`src/rtl/bit_serializer.sv`:
```
// Parallel-to-serial front end: accepts WIDTH-bit words over valid/ready and emits them MSB-first.
// Optional even-parity trailer bit per word when BIT_SERIALIZER_PARITY_EN is defined.
module bit_serializer #(
    parameter int unsigned WIDTH = 8
) (
    input  logic             clk,
    input  logic             reset,
    input  logic [WIDTH-1:0] in_data,
    input  logic             in_valid,
    output logic             in_ready,
    output logic             serial_out,
    output logic             serial_valid,
    output logic             word_start,
    output logic             busy
);

    localparam int unsigned CW = (WIDTH > 1) ? $clog2(WIDTH) : 1;
    localparam logic [CW-1:0] LAST = CW'(WIDTH - 1);

`ifdef BIT_SERIALIZER_PARITY_EN
    typedef enum logic [1:0] {IDLE, SHIFT, PARITY} state_t;
`else
    typedef enum logic [0:0] {IDLE, SHIFT} state_t;
`endif

    state_t           state, state_d;
    logic [WIDTH-1:0] hold, hold_d;
    logic             hold_full, hold_full_d;
    logic [WIDTH-1:0] shreg, shreg_d;
    logic [CW-1:0]    cnt, cnt_d;
    logic             sout, sout_d;
    logic             svalid, svalid_d;
    logic             wstart, wstart_d;
    logic             last_bit;
    logic             load;
`ifdef BIT_SERIALIZER_PARITY_EN
    logic             par, par_d;
`endif

    assign in_ready     = reset && !hold_full;
    assign serial_out   = sout;
    assign serial_valid = svalid;
    assign word_start   = wstart;
    assign busy         = svalid || hold_full;

    always_comb begin
        state_d     = state;
        hold_d      = hold;
        hold_full_d = hold_full;
        shreg_d     = shreg;
        cnt_d       = cnt;
        sout_d      = sout;
        svalid_d    = svalid;
        wstart_d    = wstart;
`ifdef BIT_SERIALIZER_PARITY_EN
        par_d       = par;
        last_bit    = (state == PARITY);
`else
        last_bit    = (state == SHIFT) && (cnt == LAST);
`endif
        load = hold_full && ((state == IDLE) || last_bit);

        // Accept and load are exclusive: in_ready is low whenever hold is full.
        if (in_valid && in_ready) begin
            hold_d      = in_data;
            hold_full_d = 1'b1;
        end

        if (load) begin
            state_d     = SHIFT;
            shreg_d     = hold;
            cnt_d       = '0;
            sout_d      = hold[WIDTH-1];
            svalid_d    = 1'b1;
            wstart_d    = 1'b1;
            hold_full_d = 1'b0;
`ifdef BIT_SERIALIZER_PARITY_EN
            par_d       = ^hold;
`endif
        end else if (last_bit) begin
            state_d  = IDLE;
            sout_d   = 1'b0;
            svalid_d = 1'b0;
            wstart_d = 1'b0;
        end else if (state == SHIFT) begin
            wstart_d = 1'b0;
`ifdef BIT_SERIALIZER_PARITY_EN
            if (cnt == LAST) begin
                state_d = PARITY;
                sout_d  = par;
            end else begin
                shreg_d = shreg << 1;
                sout_d  = shreg[WIDTH-2];
                cnt_d   = cnt + 1'b1;
            end
`else
            shreg_d = shreg << 1;
            sout_d  = shreg[WIDTH-2];
            cnt_d   = cnt + 1'b1;
`endif
        end
    end

    always_ff @(posedge clk) begin
        if (!reset) begin
            state     <= IDLE;
            hold      <= '0;
            hold_full <= 1'b0;
            shreg     <= '0;
            cnt       <= '0;
            sout      <= 1'b0;
            svalid    <= 1'b0;
            wstart    <= 1'b0;
`ifdef BIT_SERIALIZER_PARITY_EN
            par       <= 1'b0;
`endif
        end else begin
            state     <= state_d;
            hold      <= hold_d;
            hold_full <= hold_full_d;
            shreg     <= shreg_d;
            cnt       <= cnt_d;
            sout      <= sout_d;
            svalid    <= svalid_d;
            wstart    <= wstart_d;
`ifdef BIT_SERIALIZER_PARITY_EN
            par       <= par_d;
`endif
        end
    end

endmodule

```
`config.mk`:
```
export PLATFORM = sky130hd
export DESIGN_NAME = bit_serializer
export DESIGN_NICKNAME = d
export VERILOG_FILES = /design/src/rtl/bit_serializer.sv
export SDC_FILE = /design/constraint.sdc
export NUM_CORES = 1
export LEC_CHECK = 0
export CORE_MARGIN = 2
export CORE_UTILIZATION = 60
export DETAILED_ROUTE_END_ITERATION = 7
export DONT_BUFFER_PORTS = 1
export PLACE_DENSITY = 0.81
export SLEW_MARGIN = 5
export SYNTH_ARGS = -nofsm -noshare
export SYNTH_HDL_FRONTEND = slang
export SYNTH_SLANG_ARGS = --single-unit
```
`constraint.sdc`:
```
create_clock -name clk -period 4.5 [get_ports clk]
set_clock_uncertainty 0.1 [all_clocks]
set_input_delay 0.225 -clock clk [delete_from_list [all_inputs] [get_ports clk]]
set_output_delay 0.225 -clock clk [all_outputs]
set_load 0.01 [all_outputs]
```
==> results of run 1 <==
stage by stage:
step / setup WS, ps / hold WS, ps
CTS: 2812 / 201.3
global route: 2685 / 235.3
finish: 2805 / 192.8
global placement: 2899 / 246.4
detailed placement: 2825 / 246.9
floorplan: 3026 / 259.8
worst register-to-register path, stage by stage, from the launching register on:
cell and delay, ps:
sky130_fd_sc_hd__dfxtp_1 340, sky130_fd_sc_hd__ha_1 200, sky130_fd_sc_hd__ha_1 200, sky130_fd_sc_hd__nand2b_1 410, sky130_fd_sc_hd__o211a_1 340
timing repair:
action | CTS | global route
hold buffers | 9 | 0
hold endpoints to repair | 22 | 0
setup buffers | 0 | 0
area by class of cell:
type / count / area, um2
Fill cell: 123 / 451.7
Clock inverter: 1 / 30.03
Clock buffer: 3 / 22.52
Multi-Input combinational cell: 73 / 469.2
Tap cell: 16 / 20.02
Sequential cell: 22 / 440.4
Timing Repair Buffer: 9 / 90.09
worst min path at each step:
stage	start	to	slack, ps	cells after the start
finish	in_valid	hold[2]$_SDFFE_PN0P_	190	3
global route	in_valid	hold[6]$_SDFFE_PN0P_	240	3
CTS	in_valid	hold[4]$_SDFFE_PN0P_	200	3
detailed placement	reset	serial_valid$_SDFFE_PN0P_	250	1
global placement	reset	cnt[0]$_SDFFE_PP0P_	250	1
floorplan	in_data[0]	hold[0]$_SDFFE_PN0P_	260	2
synthesized netlist by cell type, types with 2 or more instances:
library cell	number	area share, %
sky130_fd_sc_hd__nor2b_1	4	2.6
sky130_fd_sc_hd__a21boi_1	10	7.7
sky130_fd_sc_hd__nand2_1	27	10
sky130_fd_sc_hd__a21oi_1	2	1.0
sky130_fd_sc_hd__dfxtp_1	22	45
sky130_fd_sc_hd__nor2_1	2	0.77
sky130_fd_sc_hd__nand3b_1	2	1.5
sky130_fd_sc_hd__and2b_1	2	1.5
sky130_fd_sc_hd__nand2b_1	2	1.3
sky130_fd_sc_hd__o211a_1	6	6.1
sky130_fd_sc_hd__mux2i_1	7	7.2
sky130_fd_sc_hd__ha_1	2	2.6
sky130_fd_sc_hd__buf_2	2	1.0
sky130_fd_sc_hd__buf_6	3	3.4
sky130_fd_sc_hd__o21a_1	2	1.5
power by group through the flow:
stage	sequential, mW	clock [mW]	combinational, mW
after global placement	0.223	0	0.0358
final	0.219	0.149	0.0458
after floorplan	0.218	0	0.0437
after global routing	0.221	0.162	0.0519
after detailed placement	0.223	0	0.0370
after CTS	0.219	0.152	0.0458
state kept, by name, indices dropped and copies added (netlist names):
name          count
shreg             7
cnt               3
hold_full         1
word_start        1
serial_valid      1
hold              8
serial_out        1
logic make-up (layout without fill, tap and decap cells):
family          Yosys count  after routing  share of synthesized area (%)
fa+ha+maj                 2              2                          2.554
mux                       7              7                          7.152
buf+inv                   8             13                          7.151
compound gates           23             23                          18.52
flops                    22             22                          44.96
simple gates             41             41                          19.67
layer usage:
metal | GRT usage (%) | part of all wire (%) | up-vias
li1 | - | - | 358
met1 | 23.27 | 46 | 324
met2 | 38.24 | 51 | 11
met3 | 2.857 | 3.2 | 2
met4 | 10.91 | 0.54 | 0
met5 | 0 | 0 | -
==> run_results.csv, run 1 <==
group,metric,value,unit
hold_path,min_path_type,"in2reg",
pwr,pwr-share-comb,11.1,%
clock_network,postCtsResizedCells,0,
setup_path,worst_r2r_endpoint,"shreg[1]$_SDFFE_PN0P_",
setup_path,maximum_cell_stage_delay_along_the_critical_path,800,ps
setup_path,critPathBufInv,0,
setup_path,setup.worst_path.end_class,"primary output",
timing,finalSetupViolCount,0,
yosys,synthesis.instances,103,
global_route,grt_pass1_vias,735,
clock_network,tritoncts,"done",
setup_path,crit_cells,1,
global_route,grt_overflow_total,0,
finish,fin_nets,122,
timing,final-max-slew-violation-count,0,
pwr,switching_share,22.36,%
timing,achievable-frequency,589.9,MHz
detailed_routing,drt_drc_violations_left,0,
place,gp_congestion,0.7618,
clock_network,htree_levels,1,
place,port_buffers,0,
status,outcome,"finished, final reports clean",
setup_path,worstSetupPathType,"reg2out",
floorplan,core,1524,um2
yosys,netlist_area,979.7,um2
setup_path,timing.reg2reg.worst_path_depth,4,
detailed_routing,detail_route.iter0.violations,1,
detailed_routing,viasPerCell,5.605,
finish,leading_cell_type_in_the_layout_fill_and_taps_excluded,"sky130_fd_sc_hd__nand2_1",
yosys,synth.yosys.seq_area_share,44.96,%
pwr,power.share.sequential,52.9,%
pwr,internal_power,0.3214,mW
global_route,grt_max_degree,23,
finish,final_layout_size_suffix_gt1_share,5.556,%
setup_path,cp.required,4180,ps
global_route,grt_first_pass_wirelength,3008,um
pwr,vdd.ir_drop.worst,0.2944,mV
detailed_routing,detail_route.wl_per_cell,13.53,um
setup_path,ordered_list_of_cells_on_the_worst_path,"or2_4",
timing,finalCritPeriodShare,37.67,%
finish,num_antenna_cells,0,
finish,final_design_area_no_fill,1072,um2
floorplan,die-width,44.41,um
finish,layout.cells.most_common_list,"sky130_fd_sc_hd__nand2_1 (27), sky130_fd_sc_hd__dfxtp_1 (22), sky130_fd_sc_hd__a21boi_1 (10)",
finish,finish.utilization,70.36,%
clock_network,worst_skew_pair.late_latency,310,ps
clock_network,clock_sinks,22,
yosys,synth_ff_type,"sky130_fd_sc_hd__dfxtp_1",
run,timing.max_cap.violations,0,
floorplan,die_y,44.41,um
clock_network,cts_root_buf,"sky130_fd_sc_hd__clkbuf_4",
setup_path,critical_path.reg2reg.startpoint,"cnt[0]$_SDFFE_PP0P_",
setup_path,timing.critical_path.from,"hold_full$_SDFFE_PP0P_",
yosys,postSynthAreaPerCell,9.512,um2
floorplan,ios,16,
pwr,static-leakage-power,0.4917,nW
floorplan,full_die_area,1972,um2
place,post_dp_cell_area,929.6,um2
setup_path,crit_fanout,18,
setup_path,critPathTopFamily,"flip-flops",
pwr,clkPwrFrac,36.1,%
detailed_routing,routed_wirelength,1678,um
timing,grt_setup_unrepaired,"false",
detailed_routing,post_detailed_route_count_of_antenna_violating_nets,0,
floorplan,rows,14,
setup_path,setup.worst_path.end,"busy",
yosys,postSynthNetCount,116,
yosys,synth.yosys.warnings,0,
timing,report.final.hold_viol_count,0,
timing,final_period_minus_worst_setup_slack,1695,ps
finish,flow.area_growth_from_synthesis,9.451,%
finish,layoutNonFillerInstCount,124,
timing,totalNegativeSetupSlack,0,ps
floorplan,initial_util,64.29,%
timing,maxSlewHeadroom,52.22,%
global_route,antenna_violations_before_repair,0,
setup_path,reg2reg_slack,2820,ps
yosys,ys_ff_latch,22,
setup_path,setup.worst_path.start_class,"register",
place,placedCellCount,111,
pwr,design_power_total,0.4139,mW
clock_network,cts_made_buffers,3,
clock_network,worst_setup_hold_path_clk_slew,130,ps
timing,worst_slew_pin_slew,715.7,ps
setup_path,worst-endpoint-arrival,1370,ps
pwr,power_density,386.0,nW/um2
setup_path,crit_path_top_delay_cell,"sky130_fd_sc_hd__dfxtp_1",
detailed_routing,route.vias.total,695,
place,dp_hpwl,1003,um
clock_network,clockBufferDepth,2,
yosys,post_synth_num_cell_types,23,
yosys,async_reset_ff_share,0,%
global_route,grt_util_all_layers,20.92,%
detailed_routing,router_iterations_before_antenna_repair,3,
pwr,psw,0.09255,mW
yosys,synth-edff-count,0,
Power figures use the tool's default switching activity.
==> run 2, diff against run 1 <==
- CORE_UTILIZATION: 60 -> 53
- PLACE_DENSITY: 0.81 -> 0.76
- clock period: 4.5 -> 1.52 ns (I/O delays scaled with it)
==> run 2 against run 1 <==
Net effect:
- sequential share of layout area is 1.5 points lower
- highest routed layer unchanged
- critical endpoint is now shreg[2]$_SDFFE_PN0P_
- cell count is 11% higher
- combinational power grew to 3.4 times the previous value
- sequential power grew to 2.9 times the previous value
- cell area is 4.2% higher
- die area is 12% higher
- flip-flop and latch count stayed put
- global-route usage is 1.4 points lower
- clock power is 110% higher
- hold slack worse by 170 ps
- wire length is 3.3% higher
- via count is 3.7% higher
==> run_results.csv, run 2 (same netlist as run 1, synthesis figures left out) <==
group,metric,value,unit
clock_network,clock_sinks,22,
detailed_routing,detail_route.iter0.violations,2,
timing,fin_worst_hold_slack,24.73,ps
clock_network,clockBufferDepth,2,
detailed_routing,routed_wirelength,1733,um
setup_path,critical_path.reg2reg.startpoint,"cnt[0]$_SDFFE_PP0P_",
hold_path,hp-start,"in_valid",
setup_path,worst_r2r_endpoint,"shreg[2]$_SDFFE_PN0P_",
floorplan,ios,16,
finish,leading_cell_type_in_the_layout_fill_and_taps_excluded,"sky130_fd_sc_hd__nand2_1",
pwr,design_power_total,1.117,mW
pwr,power_density,1000,nW/um2
global_route,grt_overflow_total,0,
floorplan,full_die_area,2209,um2
finish,flow.area_growth_from_synthesis,14.05,%
timing,final_period_minus_worst_setup_slack,1429,ps
timing,report.final.hold_viol_count,0,
detailed_routing,viasPerCell,5.225,
place,port_buffers,0,
clock_network,post-cts-setup-buffer-count,0,
finish,largestRegisters,"hold: 8 flops, shreg: 7 flops, cnt: 3 flops",
pwr,vdd.ir_drop.worst,0.5461,mV
global_route,grt_max_degree,23,
setup_path,setup.worst_path.end_class,"register",
floorplan,rows,15,
pwr,static-leakage-power,0.5068,nW
detailed_routing,post_detailed_route_count_of_antenna_violating_nets,0,
setup_path,setup.worst_path.start_class,"register",
clock_network,htree_levels,1,
setup_path,worstSetupPathType,"reg2reg",
timing,totalNegativeSetupSlack,0,ps
setup_path,cp.required,1630,ps
status,outcome,"finished, final reports clean",
setup_path,timing.reg2reg.worst_path_depth,5,
clock_network,cts_root_buf,"sky130_fd_sc_hd__clkbuf_4",
floorplan,die-width,47.00,um
timing,final-max-slew-violation-count,0,
clock_network,worst_skew_pair.late_latency,310,ps
clock_network,cts_made_buffers,3,
timing,finalCritPeriodShare,94.03,%
setup_path,reg2reg_slack,90,ps
global_route,grt_util_all_layers,19.48,%
timing,finalSetupViolCount,0,
run,timing.max_cap.violations,0,
finish,fin_nets,127,
setup_path,worst-endpoint-arrival,1540,ps
floorplan,initial_util,56.74,%
hold_path,min_path_type,"in2reg",
global_route,grt_first_pass_wirelength,2842,um
floorplan,core,1727,um2
global_route,grt_pass1_vias,682,
detailed_routing,route.vias.total,721,
finish,largest-register,"hold",
clock_network,worst_setup_hold_path_clk_slew,120,ps
place,dp_hpwl,1102,um
finish,num_antenna_cells,0,
hold_path,min_to,"hold[5]$_SDFFE_PN0P_",
timing,worst_slew_pin_slew,671.3,ps
place,gp_congestion,0.7486,
timing,maxSlewHeadroom,55.10,%
floorplan,die_y,47.00,um
finish,final.fill_count,171,
detailed_routing,drt_drc_violations_left,0,
finish,layout.cells.most_common_list,"sky130_fd_sc_hd__nand2_1 (27), sky130_fd_sc_hd__dfxtp_1 (21), sky130_fd_sc_hd__a21boi_1 (10)",
setup_path,crit_fanout,8,
timing,achievable-frequency,699.6,MHz
finish,final_layout_size_suffix_gt1_share,13.27,%
finish,flip_flop_count_of_the_largest_register_after_layout,8,
hold_path,worstHoldPathCells,3,
detailed_routing,router_iterations_before_antenna_repair,2,
clock_network,tritoncts,"done",
detailed_routing,detail_route.wl_per_cell,12.56,um
global_route,antenna_violations_before_repair,0,
## run 2: per-stage QoR
stage,setup slack [ps],util [%],cell area [um2],std cells
5_1_grt,-0.6144,64.71,1117,138
6_report,90.70,64.71,1117,138
4_1_cts,23.80,63.99,1105,138
2_1_floorplan,46.43,-,979.7,103
3_3_place_gp,71.20,56.67,978.4,125
3_5_place_dp,45.24,56.67,978.4,125
## run 2: layout make-up
type / count / area, um2 / area share, %
Clock buffer: 4 / 36.28 / 3.247
Timing Repair Buffer: 14 / 127.6 / 11.42
Tap cell: 25 / 31.28 / 2.800
Multi-Input combinational cell: 73 / 480.5 / 43.00
Sequential cell: 22 / 441.7 / 39.53
## run 2: timing repair
item                                    4_1_cts  5_1_grt
resized for setup                             0        4
hold buffers                                  9        0
endpoints found under the setup margin        0        9
hold endpoints to repair                     22        0
## run 2: power breakdown
group	leakage (nW)	internal, mW	switching (mW)
Combinational	0.305	0.0836	0.0729
Clock	0.0210	0.146	0.173
Sequential	0.181	0.614	0.0276
## run 2: worst max-delay path by stage
stage                             start                    end  slack [ps]  cells after the start
floorplan           cnt[0]$_SDFFE_PP0P_  shreg[1]$_SDFFE_PN0P_          50                      6
global placement    cnt[0]$_SDFFE_PP0P_  shreg[3]$_SDFFE_PN0P_          70                      5
detailed placement  cnt[0]$_SDFFE_PP0P_  shreg[3]$_SDFFE_PN0P_          50                      5
CTS                 cnt[0]$_SDFFE_PP0P_  shreg[2]$_SDFFE_PN0P_          20                      5
global route        cnt[1]$_SDFFE_PP0P_    cnt[0]$_SDFFE_PP0P_        -0.6                      5
finish              cnt[0]$_SDFFE_PP0P_  shreg[2]$_SDFFE_PN0P_          90                      5
## run 2: routing by layer
layer	global-route usage, %	up-vias	share of wire [%]
li1	-	370	-
met1	19.86	331	42
met2	34.52	15	51
met3	5.000	5	4.0
met4	13.33	0	2.9
met5	0	-	0
## run 2: worst max-delay path, cell delays in order (launching register included)
cell and delay (ps):
sky130_fd_sc_hd__dfxtp_2 340, sky130_fd_sc_hd__ha_1 200, sky130_fd_sc_hd__ha_2 180, sky130_fd_sc_hd__nand2b_4 150, sky130_fd_sc_hd__buf_4 170, sky130_fd_sc_hd__o211a_1 200
